`config.mk`:
```
export PLATFORM = sky130hd
export DESIGN_NAME = mem_port_arbiter
export DESIGN_NICKNAME = d
export VERILOG_FILES = /design/src/rtl/mem_port_arbiter.sv
export SDC_FILE = /design/constraint.sdc
export NUM_CORES = 1
export LEC_CHECK = 0
export CAP_MARGIN = 20
export CORE_MARGIN = 2
export CORE_UTILIZATION = 42
export CTS_BUF_LIST = sky130_fd_sc_hd__clkbuf_8 sky130_fd_sc_hd__clkbuf_16
export CTS_CLUSTER_DIAMETER = 150
export DETAILED_ROUTE_END_ITERATION = 8
export GPL_TIMING_DRIVEN = 0
export PLACE_DENSITY = 0.85
export SYNTH_ARGS = -nofsm -noshare
export SYNTH_HDL_FRONTEND = slang
export SYNTH_SLANG_ARGS = --single-unit
```
`constraint.sdc`:
```
create_clock -name Clock -period 2.8 [get_ports Clock]
set_input_delay 0.56 -clock Clock [delete_from_list [all_inputs] [get_ports Clock]]
set_output_delay 0.56 -clock Clock [all_outputs]
set_load 0.005 [all_outputs]
```
`src/rtl/mem_port_arbiter.sv`:
```
// Round-robin arbiter and sequencer for the shared data-memory port.
// All state advances only on Tick-qualified rising edges.
module mem_port_arbiter #(
  parameter int NrOfBits     = 32,
  parameter int NrOfAddrBits = 8,
  parameter int ReadLatency  = 2
) (
  input  logic                    Clock,
  input  logic                    Reset,
  input  logic                    Tick,
  input  logic                    Req0,
  input  logic                    Req1,
  input  logic                    We0,
  input  logic                    We1,
  input  logic [NrOfAddrBits-1:0] Addr0,
  input  logic [NrOfAddrBits-1:0] Addr1,
  input  logic [NrOfBits-1:0]     WData0,
  input  logic [NrOfBits-1:0]     WData1,
  output logic                    Gnt0,
  output logic                    Gnt1,
  output logic                    Ack0,
  output logic                    Ack1,
  output logic [NrOfBits-1:0]     RData,
  output logic                    MemCs,
  output logic                    MemWe,
  output logic [NrOfAddrBits-1:0] MemAddr,
  output logic [NrOfBits-1:0]     MemWData,
  input  logic [NrOfBits-1:0]     MemRData
);

  typedef enum logic [1:0] {
    IDLE   = 2'd0,
    ACCESS = 2'd1,
    ACK    = 2'd2
  } state_e;

  localparam logic [2:0] LatCnt = 3'(ReadLatency);

  state_e                  state_q, state_d;
  logic                    id_q, id_d;
  logic                    last_q, last_d;
  logic                    we_q, we_d;
  logic [NrOfAddrBits-1:0] addr_q, addr_d;
  logic [NrOfBits-1:0]     wdata_q, wdata_d;
  logic [NrOfBits-1:0]     rdata_q, rdata_d;
  logic [2:0]              cnt_q, cnt_d;
  logic [2:0]              cnt_inc;
  logic                    win1;

  always_ff @(posedge Clock) begin
    if (Reset) begin
      state_q <= IDLE;
      id_q    <= 1'b0;
      last_q  <= 1'b1;
      we_q    <= 1'b0;
      addr_q  <= '0;
      wdata_q <= '0;
      rdata_q <= '0;
      cnt_q   <= '0;
    end else begin
      state_q <= state_d;
      id_q    <= id_d;
      last_q  <= last_d;
      we_q    <= we_d;
      addr_q  <= addr_d;
      wdata_q <= wdata_d;
      rdata_q <= rdata_d;
      cnt_q   <= cnt_d;
    end
  end

  // On a tie the requester that did not win last time gets the port.
  assign win1    = Req1 & (~Req0 | ~last_q);
  assign cnt_inc = cnt_q + 3'd1;

  always_comb begin
    state_d = state_q;
    id_d    = id_q;
    last_d  = last_q;
    we_d    = we_q;
    addr_d  = addr_q;
    wdata_d = wdata_q;
    rdata_d = rdata_q;
    cnt_d   = cnt_q;
    if (Tick) begin
      unique case (state_q)
        IDLE: begin
          if (Req0 | Req1) begin
            id_d    = win1;
            last_d  = win1;
            we_d    = win1 ? We1 : We0;
            addr_d  = win1 ? Addr1 : Addr0;
            wdata_d = win1 ? WData1 : WData0;
            cnt_d   = '0;
            state_d = ACCESS;
          end
        end
        ACCESS: begin
          if (we_q) begin
            state_d = ACK;
          end else begin
            cnt_d = cnt_inc;
            if (cnt_inc == LatCnt) begin
              rdata_d = MemRData;
              state_d = ACK;
            end
          end
        end
        ACK: state_d = IDLE;
        default: state_d = IDLE;
      endcase
    end
  end

  always_comb begin
    MemCs    = (state_q != ACCESS);
    MemWe    = (state_q == ACCESS) & we_q;
    MemAddr  = (state_q == ACCESS) ? addr_q : '0;
    MemWData = (state_q == ACCESS) ? wdata_q : '0;
    Gnt0     = (state_q != IDLE) & ~id_q;
    Gnt1     = (state_q != IDLE) & id_q;
    Ack0     = (state_q == ACK) & Tick & ~id_q;
    Ack1     = (state_q == ACK) & Tick & id_q;
    RData    = rdata_q;
  end

endmodule

```
==> impl_metrics.csv <==
group,metric,value,unit
critical_path,end_kind,"primary output",
routing,firstDrtPassIters,4,
placement,dp_hpwl,9830,microns
logic_synthesis,seq_area_frac_synth,40.6,%
critical_path,r2r_cells,5,
floorplanning,die_h,101,microns
clocking,clk_latency,0.34,ns
sta,finalHoldViolCount,0,
sta,period_needed,2.60,ns
floorplanning,placement_rows,35,
grt,grt_start_max_net_pins,14,
floorplanning,start_util,43.0,%
power_and_ir_drop,vdd_drop_max,0.294,mV
critical_path,critical_path_arrival,2.04,ns
layout,stdcell_area,0.00624,sq mm
worst_hold_path,hold_path_class,"reg2reg",
logic_synthesis,synthesis.nets,560,
sta,fin_skew,0.00802,ns
clocking,htreeDepth,3,
clocking,clk_pin_slew_worst_paths,0.09,ns
routing,wl_per_cell,16.9,microns
placement,port_buffers,195,
power_and_ir_drop,seqPwrFrac,45.3,%
sta,report.final.slew_viol_count,0,
power_and_ir_drop,switching_power,0.743,mW
critical_path,rr_startpoint,"cnt_q[0]",
worst_hold_path,hold_depth,2,
power_and_ir_drop,p_int,2.00,mW
critical_path,r2r-end,"RData[7]",
critical_path,critPathRequiredTime,2.24,ns
power_and_ir_drop,clockPowerShare,31.9,%
floorplanning,die_area,0.0102,sq mm
logic_synthesis,synth_top_family_by_area,"compound AO/OA/AOI/OAI gates",
clocking,clock_path_buffers,2,
power_and_ir_drop,swShare,27.1,%
logic_synthesis,yosys_warnings,0,
sta,slew-limit-headroom,44.0,%
logic_synthesis,syn_avg_cell_area,8.98,sq um
layout,antenna_cells,0,
routing,post-route-drc-count,0,
logic_synthesis,synth_adder_area_share,0.635,%
logic_synthesis,synth-xor-area-share,0.413,%
layout,final_nets,766,
routing,wl,12900,microns
grt,antenna_found_initial,0,
floorplanning,ios,197,
layout,syn2layout_area_growth,58.4,%
grt,grt_usage,24.6,%
logic_synthesis,muxShareOfSynthArea,2.03,%
critical_path,worstPathMaxFanout,7,
routing,antenna_left,0,
sta,fmax,384,MHz
logic_synthesis,ys_top_cells_by_area,"dfxtp_1 41%, o32ai_1 9.3%, a211oi_1 7.8%",
clocking,post-cts-setup-buffers,0,
sta,tns,0,ns
critical_path,cp-start-kind,"primary input",
logic_synthesis,ys_types,38,
sta,worstMarginPinSlew,0.819,ns
status,outcome,"complete, no violations",
worst_hold_path,min_to,"RData[28]",
grt,grt_pass1_wl,20000,microns
logic_synthesis,netlist.area_leader.share,40.6,%
worst_hold_path,holdCritStartpoint,"RData[28]",
power_and_ir_drop,power_density,440,mW/mm^2
floorplanning,die_w,101,microns
routing,drtIter0Drc,202,
clocking,numCtsBuffers,9,
placement,gp_congestion,0.850,
logic_synthesis,syn_inst,439,
critical_path,rrSetupSlack,0.96,ns
grt,grt_pass1_vias,4205,
placement,dpl_cell_area,0.00603,sq mm
logic_synthesis,syn-cell-area,0.00394,sq mm
logic_synthesis,synth-seq-cells,80,
routing,vias,4292,
job,maxCapViolations,0,
sta,period_share,92.9,%
critical_path,crit_type,"in2out",
clocking,clkSinkCount,80,
sta,setup_viol,0,
grt,gr-total-overflow,0,
clocking,ctsResizeCount,0,
clocking,clock-root-buffer,"clkbuf_8",
layout,utilization,68.2,%
floorplanning,coreArea,0.00915,sq mm
clocking,cts_tree,"yes",
logic_synthesis,synthSimpleGateAreaFrac,11.2,%
power_and_ir_drop,comb_power_share,22.7,%
logic_synthesis,synth-compound-area-share,35.3,%
clocking,hold_buffers,0,
layout,drive_gt1_share,7.69,%
sta,rsz0062_at_grt,"no",
power_and_ir_drop,leakagePower,2.17,nW
routing,viasPerCell,5.64,
logic_synthesis,post-synth-top-area-cell,"dfxtp_1",
[cell usage in the layout (no fill, tap or decap), types with 2 or more instances in the layout]
cell	Yosys	final
a211oi_1	41	41
a21oi_1	42	42
a311oi_1	25	25
a31o_1	22	22
a31o_2	2	2
and2_1	40	40
buf_2	21	21
buf_6	4	4
clkbuf_1	31	27
clkbuf_2	0	4
clkbuf_8	0	11
clkdlybuf4s50_1	0	195
clkinv_2	0	2
clkinvlp_4	0	2
dfxtp_1	80	80
ha_1	2	2
inv_1	30	30
mux2i_1	8	8
nand2_1	20	20
nor2_1	5	5
nor2b_1	2	2
nor3_1	2	2
o32ai_1	42	42
[layer usage]
| layer | up-vias | track usage [%] | part of all wire [%] |
|---|---|---|---|
| met2 | 191 | 42.0 | 48 |
| met5 | - | 0 | 0 |
| met1 | 1999 | 28.8 | 41 |
| met4 | 0 | 10.3 | 3.2 |
| met3 | 32 | 6.87 | 8.1 |
| li1 | 2070 | - | - |
[worst max path at each step]
stage	start	end	slack (ns)	cells past startpoint
3_3_place_gp	Tick	Ack1	0.24	4
6_report	Tick	Ack1	0.20	4
3_5_place_dp	Tick	Ack1	0.20	4
4_1_cts	state_q[0]	MemWData[23]	0.06	5
2_1_floorplan	Reset	id_q	1.22	4
5_1_grt	state_q[0]	MemWData[23]	0.09	5
[worst max-delay path, cell delays in order]
cell	delay, ns
clkdlybuf4s50_1	0.61
nand2_1	0.11
nor3b_1	0.20
clkdlybuf4s50_1	0.56
[sequential cells by signal, indices dropped and copies added (netlist names)]
name / flops
state_q: 2
cnt_q: 3
addr_q: 8
RData: 32
last_q: 1
id_q: 1
wdata_q: 32
we_q: 1
[area by class of cell]
| cell class | instances | area (sq um) |
|---|---|---|
| Multi-Input combinational cell | 272 | 1960 |
| Timing Repair Buffer | 195 | 1950 |
| Inverter | 31 | 116 |
| Sequential cell | 80 | 1600 |
| Tap cell | 111 | 139 |
| Clock buffer | 11 | 151 |
| Fill cell | 736 | 2910 |
| Buffer | 56 | 272 |
| Clock inverter | 5 | 55.1 |
[stage by stage]
stage | hold WS (ns) | total power [mW] | cells | setup slack (ns)
6_report | 0.464 | 2.74 | 761 | 0.199
5_1_grt | 0.478 | 2.87 | 761 | 0.0940
4_1_cts | 0.463 | 2.76 | 761 | 0.0607
3_5_place_dp | 0.452 | 1.89 | 745 | 0.202
3_3_place_gp | 0.443 | 1.87 | 745 | 0.240
2_1_floorplan | 0.451 | 1.56 | 439 | 1.22
[power groups by stage]
stage | Sequential (mW) | Combinational, mW | Clock [mW]
after floorplan | 1.26 | 0.301 | 0
after CTS | 1.24 | 0.620 | 0.896
after global routing | 1.25 | 0.674 | 0.945
after detailed placement | 1.27 | 0.617 | 0
final | 1.24 | 0.624 | 0.876
after global placement | 1.27 | 0.600 | 0
[cells by family after synthesis]
logic type	Yosys count
AO/OA/AOI/OAI	183
adder cells (fa/ha/maj)	2
AND/OR/NAND/NOR	78
multiplexers	8
buffers and inverters	87
flip-flops	80
XOR/XNOR	1
[synthesized netlist by cell type]
cell type   n
a221o_1     1
ha_1        2
nor2_1      5
a21o_1      1
o311a_1     1
o21ai_0     1
o31ai_1     1
a31o_2      2
a21oi_1    42
o32ai_1    42
nor2b_1     2
clkinv_1    1
buf_6       4
nand4bb_1   1
a31o_1     22
clkbuf_1   31
a221oi_1    1
nand2_1    20
a32oi_1     1
nor3b_2     1
a2111oi_0   1
and2_1     40
buf_2      21
a311oi_1   25
a21bo_1     1
and4bb_1    1
xnor2_2     1
nor3b_1     1
nand2b_1    1
a211oi_1   41
mux2i_1     8
inv_1      30
nor3_1      2
dfxtp_1    80
nand4_1     1
and3_1      1
and2b_1     1
or2_2       1
No activity file was read; power rests on OpenSTA's default activity.
